File: src/rtl/mem_access_pkg.sv
// rtl/mem_access_pkg.sv - shared core constants: execute-stage widths, load/store func3 codes, LSU states
package mem_access_pkg;

  // Execute-stage datapath widths
  localparam int XLEN   = 32;
  localparam int REG_AW = 5;

  // Load/store width and sign codes carried in func3
  localparam logic [2:0] F3_B  = 3'b000;
  localparam logic [2:0] F3_H  = 3'b001;
  localparam logic [2:0] F3_W  = 3'b010;
  localparam logic [2:0] F3_BU = 3'b100;
  localparam logic [2:0] F3_HU = 3'b101;

  typedef enum logic [1:0] {
    ST_IDLE = 2'd0,
    ST_REQ  = 2'd1,
    ST_RESP = 2'd2
  } lsu_state_e;

  // True when a memory op has a known func3 for its direction and is naturally aligned
  function automatic logic access_legal(input logic ld, input logic st,
                                        input logic [2:0] f3, input logic [1:0] a);
    logic ok;
    ok = 1'b0;
    if (ld && !st) begin
      ok = (f3 == F3_B) || (f3 == F3_H) || (f3 == F3_W) || (f3 == F3_BU) || (f3 == F3_HU);
    end else if (st && !ld) begin
      ok = (f3 == F3_B) || (f3 == F3_H) || (f3 == F3_W);
    end
    if (f3[1:0] == 2'b01 && a[0]) ok = 1'b0;
    if (f3[1:0] == 2'b10 && a != 2'b00) ok = 1'b0;
    return ok;
  endfunction

  // Byte enables for a store of the given width at byte offset a
  function automatic logic [3:0] store_mask(input logic [2:0] f3, input logic [1:0] a);
    logic [3:0] m;
    case (f3[1:0])
      2'b00:   m = 4'b0001 << a;
      2'b01:   m = 4'b0011 << a;
      default: m = 4'b1111;
    endcase
    return m;
  endfunction

  // Store data replicated across every lane so the mask alone picks the bytes
  function automatic logic [XLEN-1:0] store_lanes(input logic [2:0] f3, input logic [XLEN-1:0] d);
    logic [XLEN-1:0] r;
    case (f3[1:0])
      2'b00:   r = {4{d[7:0]}};
      2'b01:   r = {2{d[15:0]}};
      default: r = d;
    endcase
    return r;
  endfunction

endpackage

File: src/rtl/mem_access_load_align.sv
// rtl/mem_access_load_align.sv - load lane select and sign/zero extension
module load_align
  import mem_access_pkg::*;
(
  input  logic [XLEN-1:0] word_i,
  input  logic [1:0]      lane_i,
  input  logic [2:0]      func3_i,
  output logic [XLEN-1:0] data_o
);

  logic [7:0]  byte_sel;
  logic [15:0] half_sel;

  // Pick the addressed byte/half, then extend according to the load kind
  always_comb begin
    byte_sel = word_i[{lane_i, 3'b000} +: 8];
    half_sel = word_i[{lane_i[1], 4'b0000} +: 16];
    case (func3_i)
      F3_B:    data_o = {{24{byte_sel[7]}}, byte_sel};
      F3_H:    data_o = {{16{half_sel[15]}}, half_sel};
      F3_BU:   data_o = {24'd0, byte_sel};
      F3_HU:   data_o = {16'd0, half_sel};
      default: data_o = word_i;
    endcase
  end

endmodule

File: src/rtl/mem_access.sv
// rtl/mem_access.sv - memory-access stage: ALU writeback pass-through and single-beat load/store bus master
module mem_access
  import mem_access_pkg::*;
(
  input  logic              clk,
  input  logic              reset,
  input  logic              valid_i,
  input  logic              is_load,
  input  logic              is_store,
  input  logic [2:0]        func3,
  input  logic [XLEN-1:0]   result_i,
  input  logic [XLEN-1:0]   store_data,
  input  logic [REG_AW-1:0] dest_i,
  output logic              stall_o,
  output logic              wb_valid,
  output logic [XLEN-1:0]   wb_data,
  output logic [REG_AW-1:0] dest_o,
  output logic              mem_err,
  output logic              mem_req,
  output logic              mem_we,
  output logic [XLEN-1:0]   mem_addr,
  output logic [XLEN-1:0]   mem_wdata,
  output logic [3:0]        mem_wmask,
  input  logic              mem_ack,
  input  logic [XLEN-1:0]   mem_rdata
);

  lsu_state_e        state_q, state_d;
  // data_q holds the ALU result / address after accept, then the read word after a load ack
  logic [XLEN-1:0]   data_q, data_d;
  logic [XLEN-1:0]   wdata_q, wdata_d;
  logic [3:0]        wmask_q, wmask_d;
  logic              we_q, we_d;
  logic [1:0]        lane_q, lane_d;
  logic [2:0]        f3_q, f3_d;
  logic [REG_AW-1:0] dest_q, dest_d;
  logic              alu_wb_q, alu_wb_d;
  logic              err_q, err_d;

  logic              accept;
  logic              is_mem;
  logic              legal;
  logic              in_req;
  logic              in_resp;
  logic [XLEN-1:0]   load_data;

  assign accept  = (state_q == ST_IDLE) && valid_i;
  assign is_mem  = is_load | is_store;
  assign legal   = access_legal(is_load, is_store, func3, result_i[1:0]);
  assign in_req  = (state_q == ST_REQ);
  assign in_resp = (state_q == ST_RESP);

  // State register
  always_ff @(posedge clk) begin
    if (reset) state_q <= ST_IDLE;
    else       state_q <= state_d;
  end

  // Next state: only legal memory ops leave IDLE; acks count only while requesting
  always_comb begin
    state_d = state_q;
    case (state_q)
      ST_IDLE: if (accept && is_mem && legal) state_d = ST_REQ;
      ST_REQ:  if (mem_ack) state_d = we_q ? ST_IDLE : ST_RESP;
      ST_RESP: state_d = ST_IDLE;
      default: state_d = ST_IDLE;
    endcase
  end

  // Capture the op on accept; overwrite the data slot with the read word on a load ack
  always_comb begin
    data_d   = data_q;
    wdata_d  = wdata_q;
    wmask_d  = wmask_q;
    we_d     = we_q;
    lane_d   = lane_q;
    f3_d     = f3_q;
    dest_d   = dest_q;
    alu_wb_d = 1'b0;
    err_d    = 1'b0;
    if (accept) begin
      data_d   = result_i;
      wdata_d  = store_lanes(func3, store_data);
      wmask_d  = store_mask(func3, result_i[1:0]);
      we_d     = is_store;
      lane_d   = result_i[1:0];
      f3_d     = func3;
      dest_d   = dest_i;
      alu_wb_d = !is_mem;
      err_d    = is_mem && !legal;
    end else if (in_req && mem_ack && !we_q) begin
      data_d = mem_rdata;
    end
  end

  // Datapath registers
  always_ff @(posedge clk) begin
    if (reset) begin
      data_q   <= '0;
      wdata_q  <= '0;
      wmask_q  <= '0;
      we_q     <= 1'b0;
      lane_q   <= '0;
      f3_q     <= '0;
      dest_q   <= '0;
      alu_wb_q <= 1'b0;
      err_q    <= 1'b0;
    end else begin
      data_q   <= data_d;
      wdata_q  <= wdata_d;
      wmask_q  <= wmask_d;
      we_q     <= we_d;
      lane_q   <= lane_d;
      f3_q     <= f3_d;
      dest_q   <= dest_d;
      alu_wb_q <= alu_wb_d;
      err_q    <= err_d;
    end
  end

  load_align u_load_align (
    .word_i  (data_q),
    .lane_i  (lane_q),
    .func3_i (f3_q),
    .data_o  (load_data)
  );

  // Bus outputs are gated by state so nothing stale leaks outside a request
  assign stall_o   = (state_q != ST_IDLE);
  assign mem_req   = in_req;
  assign mem_we    = in_req & we_q;
  assign mem_addr  = in_req ? {data_q[XLEN-1:2], 2'b00} : '0;
  assign mem_wdata = mem_we ? wdata_q : '0;
  assign mem_wmask = mem_we ? wmask_q : '0;
  assign mem_err   = err_q;

  assign wb_valid  = alu_wb_q | in_resp;
  assign wb_data   = in_resp ? load_data : (alu_wb_q ? data_q : '0);
  assign dest_o    = wb_valid ? dest_q : '0;

endmodule

File: config.mk
export PLATFORM = sky130hd
export DESIGN_NAME = mem_access
export DESIGN_NICKNAME = d
export VERILOG_FILES = /design/src/rtl/mem_access_pkg.sv /design/src/rtl/mem_access_load_align.sv /design/src/rtl/mem_access.sv
export SDC_FILE = /design/constraint.sdc
export NUM_CORES = 1
export LEC_CHECK = 0
export BUFFER_PORTS_ARGS = -buffer_cell sky130_fd_sc_hd__buf_4
export CAP_MARGIN = 15
export CORE_MARGIN = 2
export CORE_UTILIZATION = 40
export CTS_CLUSTER_DIAMETER = 150
export DETAILED_ROUTE_END_ITERATION = 6
export PLACE_DENSITY_LB_ADDON = 0.3
export SETUP_SLACK_MARGIN = 0.15
export SKIP_CTS_REPAIR_TIMING = 1
export SYNTH_ARGS = -nofsm -noshare
export SYNTH_HDL_FRONTEND = slang
export SYNTH_SLANG_ARGS = --single-unit
File: constraint.sdc
create_clock -name clk -period 2.3 [get_ports clk]
set_input_delay 0.46 -clock clk [delete_from_list [all_inputs] [get_ports clk]]
set_output_delay 0.46 -clock clk [all_outputs]
set_load 0.005 [all_outputs]
==> reports/metrics.cfg, run 1 <==
[power_and_ir_drop]
ir_drop_mv = 0.374
pwr-share-seq_pct = 40.5
p_leak_nw = 3.43
switching_power_mw = 1.15
p_clk_share_pct = 38.8
p_comb_share_pct = 20.7
p_int_mw = 2.96
powerDensity_nw_per_um2 = 526
power_switching_share_pct = 28.0

[routing]
drt_iter0_drc = 524
vias = 5748
routed_wirelength_um = 18900
detail-route-antenna-nets = 0
vias_per_cell = 5.67
drt-wirelength-per-cell_um = 18.6
drc = 0
first_pass_iters = 5

[cells_and_area]
drive_above_1_share_pct = 41.4
ff_latch_area_um2 = 1680
nets = 951
utilization_pct = 64.4
fillers = 1049
diodes = 0
finalNonFillerCells = 1014
multi_input_area_um2 = 3460
syn_to_final_growth_pct = 56.3

[worst_setup_path]
startpoint_type = flip-flop
path_max_fanout = 8
path_class = reg2out
r2r_slack_ns = 0.47
crit_arrival_ns = 1.82
critPathCaptureType = output pin
required_ns = 1.84

[timing]
fin_crit_sh_pct = 99.0
final_max_slew_viol_count = 0
setup_viol = 0
min_period_ns = 2.28
skew_ns = 0.00833
hold_viol = 0
hold_ws_ns = 0.312
worst_pin_slew_ns = 0.635
relSlewSlack_pct = 57.6
rsz0062_at_grt = yes
max_freq_mhz = 439

[global_route]
antenna_found_initial = 0
grt_start_max_net_pins = 81
grt_pass1_wl_um = 27600
grt_overflow = 0
grt_usage_pct = 26.3
grt_pass1_vias = 5383

[clock_network]
cts_buffer_depth = 2
cts_buffers = 9
clock_latency_ns = 0.34
cts_sinks = 83
cts_root_buffer = clkbuf_16
clk_pin_slew_ns = 0.07
cts_tree = done
h-tree-depth = 3

[logic_synthesis]
yosysSeqAreaShare_pct = 33.3
async_flop_share_pct = 0
synth_seq_cells = 83
synth-edff-count = 0
synthCells = 644
avgSynthCellArea_um2 = 7.76
synthDistinctLibCells = 49
synth-main-ff-cell = dfxtp_1
netlist_area_um2 = 4990
ys_warn_count = 0

[die]
row_count = 40
fp.dieW_um = 116
die-area_um2 = 13400
io_pins = 220
start_util_pct = 41.2
coreArea_um2 = 12100
die_height_um = 116

[placement]
place.gp.congestion = 0.909
io_buffers = 217
dpl.cell_count = 984
dp_hpwl_um = 12700

[outcome]
status = completed

[run]
drv_cap = 0

[worst_hold_path]
hold_path_class = in2reg

## worst paths after layout
kind	endpoint	startpoint	cells past startpoint
setup / recovery	wb_data[14]	lane_q[0]$_SDFFE_PP0P_	5
hold / removal	alu_wb_q$_SDFF_PP0_	is_load	2
setup reg to reg	wmask_q[1]$_SDFFE_PP0P_	state_q[0]$_SDFFE_PP0P_	5
hold reg to reg	dest_q[0]$_SDFFE_PP0P_	dest_q[0]$_SDFFE_PP0P_	2
## worst max-delay path, cell delays in order, from the launching register on
cell	delay (ns)
dfxtp_2	0.36
mux2_4	0.33
a221oi_4	0.30
buf_6	0.24
a221oi_4	0.09
buf_4	0.15
## cells by family (layout without fill, tap and decap cells)
| kind of cell | Yosys count | after routing | synth area share [%] |
|---|---|---|---|
| AO/OA/AOI/OAI | 179 | 179 | 24.9 |
| buffers and inverters | 79 | 280 | 6.96 |
| flip-flops | 83 | 83 | 33.3 |
| multiplexers | 37 | 37 | 8.12 |
| other | 1 | 2 | 0.0751 |
| AND/OR/NAND/NOR | 265 | 265 | 26.7 |
## registers in the layout, summed over array words and instances (netlist names)
register / flops
alu_wb_q: 1
data_q: 32
dest_q: 5
f3_q: 3
lane_q: 2
mem_err: 1
state_q: 2
wdata_q: 32
we_q: 1
wmask_q: 4
## cell usage after synthesis, types with 2 or more instances
cell       number  area [um2]
nor3_1         33         165
a21oi_1        35         175
and3_1         37         231
a221oi_1        8        70.1
clkbuf_2        2        10.0
nand3_1         2        10.0
mux2i_1         9        90.1
or3b_1          2        17.5
a32o_1          6        60.1
buf_4           4        30.0
o21ai_1         3        15.0
o211ai_1        8        60.1
a22o_1          6        52.6
nor4_1          2        12.5
nor2_1         32         120
nor2b_1         7        43.8
o2bb2ai_1      18         158
mux2_2         28         315
nand2b_1        9        56.3
a311oi_1        9        78.8
a211oi_1       41         308
clkbuf_1       35         131
inv_1          10        37.5
nand2_1        99         372
dfxtp_1        83        1660
a31oi_1         3        18.8
o21ai_0        35         175
buf_2          27         135
and2_1         31         194
## per-layer routing
metal | vias up | wire (um) | GRT usage [%] | share of wire, %
met2 | 262 | 9120 | 44.4 | 48
met4 | 0 | 614 | 11.4 | 3.2
met5 | - | 0 | 0 | 0
li1 | 2713 | - | - | -
met1 | 2732 | 7800 | 32.9 | 41
met3 | 41 | 1360 | 4.86 | 7.2
## layout make-up
class	instances	share of cell area [%]
flip-flops and latches	83	21.6
multi-input cells	483	44.3
inverters	10	0.481
clock inverters	5	1.11
repair buffers	254	26.8
clock buffers	11	3.11
well taps	168	2.69
## power groups by stage
stage	Combinational, mW	Clock, mW	Sequential, mW
final	0.851	1.59	1.66
after global routing	0.920	1.68	1.67
after CTS	0.716	1.61	1.64
after detailed placement	0.711	0	1.68
after global placement	0.694	0	1.67
after floorplan	0.434	0	1.63
## through the flow
step                      setup WS (ns)  power (mW)  area (um2)  TNS [ns]
after floorplan                   0.417        2.06        5000         0
after CTS                        -0.220        3.97        7090     -4.87
after global routing            -0.0429        4.27        7800    -0.236
after global placement            0.191        2.37        6760         0
after detailed placement          0.154        2.39        6760         0
final                            0.0236        4.10        7800         0
## layout by cell type (no fill, tap or decap), drive strengths merged, types with 10 or more instances in the layout
cell type	Yosys	final
mux2	28	28
and2	31	31
a211oi	41	41
nor2	32	32
nor3	33	33
o21ai	38	38
clkbuf	37	14
nand2	99	99
inv	10	10
o2bb2ai	18	18
a21oi	35	35
and3	37	37
buf	32	251
dfxtp	83	83
(Power assumes the default switching activity.)
==> inputs of run 2 (changes only) <==
==> constraint.sdc (replaced) <==
create_clock -name clk -period 2.3 [get_ports clk]
set_input_delay 0.345 -clock clk [delete_from_list [all_inputs] [get_ports clk]]
set_output_delay 0.345 -clock clk [all_outputs]
set_load 0.005 [all_outputs]
==> reports/metrics.cfg, run 2 (synthesized netlist as in run 1, its figures left out) <==
[worst_setup_path]
worst_path_max_delay_cell = dfxtp_4
timing.critical_path.slowest_cell_delay_ns = 0.39  ; +0.03 ns
crit_arrival_ns = 1.88  ; +0.06 ns
path_max_fanout = 8  ; unchanged
path_delay_family = buffers and inverters
required_ns = 1.96  ; +0.12 ns
path_class = reg2out
cp_cell_sequence = buf_4 -> nor4_4 -> a221oi_4 -> buf_6 -> a221oi_4 -> buf_4
startpoint_type = flip-flop
critPathCaptureType = output pin
worst-path-buf-inv = 3  ; +1

[routing]
drc = 0  ; unchanged
drt_iter0_drc = 504  ; -3.8%
routed_wirelength_um = 18600  ; -1.4%
drt-wirelength-per-cell_um = 18.5  ; -0.83%
first_pass_iters = 5  ; unchanged
vias_per_cell = 5.65  ; -0.38%
vias = 5692  ; -0.97%
detail-route-antenna-nets = 0  ; unchanged

[clock_network]
h-tree-depth = 3  ; unchanged
clk_pin_slew_ns = 0.07  ; about the same
cts_sinks = 83  ; unchanged
cts_buffers = 9  ; unchanged
cts_buffer_depth = 2  ; unchanged
cts_tree = done
cts_root_buffer = clkbuf_16
clock_latency_ns = 0.34  ; about the same

[worst_hold_path]
hold_path_class = in2reg

[die]
io_pins = 220  ; unchanged
die_height_um = 116  ; unchanged
start_util_pct = 41.2  ; unchanged
row_count = 40  ; unchanged
die-area_um2 = 13400  ; unchanged
coreArea_um2 = 12100  ; unchanged
fp.dieW_um = 116  ; unchanged

[global_route]
grt_overflow = 0  ; unchanged
use_met3_pct = 3.45  ; -1.4 points
grt_start_max_net_pins = 86  ; +6.2%
use_met2_pct = 42.9  ; -1.5 points
grt_pass1_vias = 5269  ; -2.1%
gr-max-usage-layer = met2
met1_usage_pct = 34.3  ; +1.4 points
grt_usage_pct = 26.1  ; -0.25 points
antenna_found_initial = 0  ; unchanged
grt_pass1_wl_um = 27400  ; -0.90%

[timing]
fin_setup_tns_ns = 0  ; unchanged
rsz0062_at_grt = yes
fin_crit_sh_pct = 96.8  ; -2.2 points
max_freq_mhz = 449  ; +2.3%
fin_ws_ns = 0.0741  ; +0.0506 ns
hold_viol = 0  ; unchanged
min_period_ns = 2.23  ; -0.0506 ns
final_max_slew_viol_count = 0  ; unchanged
setup_viol = 0  ; unchanged
worst_pin_slew_ns = 0.760  ; +0.124 ns
relSlewSlack_pct = 49.3  ; -8.3 points
skew_ns = 0.0102  ; +0.00184 ns

[power_and_ir_drop]
powerDensity_nw_per_um2 = 545  ; +3.6%
p_leak_nw = 3.30  ; -3.6%
ir_drop_mv = 0.350  ; -6.3%

[outcome]
status = completed

[cells_and_area]
ff_latch_area_um2 = 1680  ; about the same
multi_input_area_um2 = 3200  ; -7.5%
top_regs = data_q: 32 flops, wdata_q: 32 flops, dest_q: 5 flops
final_cell_mix = buf_4 (235), nand2_1 (98), dfxtp_1 (75)
diodes = 0  ; unchanged
syn_to_final_growth_pct = 48.8
nets = 945  ; -0.63%
drive_above_1_share_pct = 39.3  ; -2.1 points
final_common_cell = buf_4
fillers = 1069  ; +1.9%

[run]
drv_cap = 0  ; unchanged

[placement]
io_buffers = 217  ; unchanged
pre_cts_slack_ns = 0.259  ; +0.105 ns
place.gp.congestion = 0.895  ; -1.4%
dp_hpwl_um = 12900  ; +1.4%

-- run 2: changes by cell type in the layout (fill, tap and decap cells not counted), moves of 3 or more --
cell and change:
o2bb2ai_1 +17, o2bb2ai_2 -12, mux2_2 +9, mux2_4 -9, buf_6 -6, o2bb2ai_4 -5, buf_4 +4, a221oi_2 +3
a221oi_4 -3, nor2_2 +3
-- run 2: path summary, 6_finish.rpt --
| path | startpoint | end | slack [ns] | depth (start not counted) |
|---|---|---|---|---|
| worst max-delay path | lane_q[1]$_SDFFE_PP0P_ | wb_data[11] | 0.07 | 6 |
| worst min-delay path | is_load | alu_wb_q$_SDFF_PP0_ | 0.21 | 2 |
| worst max register to register | state_q[0]$_SDFFE_PP0P_ | wmask_q[1]$_SDFFE_PP0P_ | 0.34 | 5 |
| worst min register to register | wdata_q[0]$_SDFFE_PP0P_ | wdata_q[0]$_SDFFE_PP0P_ | 0.45 | 2 |
-- run 2: through the flow --
step | cell area [um2] | power [mW] | hold slack (ns) | cells | utilization, %
6_report | 7430 | 4.05 | 0.206 | 1008 | 61.4
3_3_place_gp | 6760 | 2.37 | 0.439 | 983 | 55.8
4_1_cts | 7080 | 3.98 | 0.196 | 999 | 58.5
5_1_grt | 7430 | 4.21 | 0.201 | 1008 | 61.4
2_1_floorplan | 5000 | 2.06 | 0.423 | 645 | -
3_5_place_dp | 6760 | 2.39 | 0.447 | 983 | 55.8
-- run 2: worst register-to-register path, stage by stage (launching register included) --
cell and delay (ns):
dfxtp_2 0.34, buf_4 0.16, or3b_2 0.74, buf_4 0.29
nor2_1 0.18, a211oi_1 0.11
-- run 2: layer usage --
metal	wire [um]	vias to the layer above	part of all wire, %
li1	-	2709	-
met1	7790	2682	42
met2	8890	263	48
met3	1390	38	7.5
met4	549	0	2.9
met5	0	-	0
-- run 2: layout make-up --
cell class | count | share of cell area [%]
inverter | 10 | 0.505
multi-input combinational | 483 | 43.0
sequential | 83 | 22.6
clock inverter | 6 | 1.19
timing repair buffer | 248 | 26.6
tap | 168 | 2.83
clock buffer | 10 | 3.21
-- run 2: power breakdown --
group | leakage (nW) | switching [mW] | internal, mW
Sequential | 0.691 | 0.108 | 1.54
Combinational | 2.46 | 0.401 | 0.394
Clock | 0.155 | 0.620 | 0.981
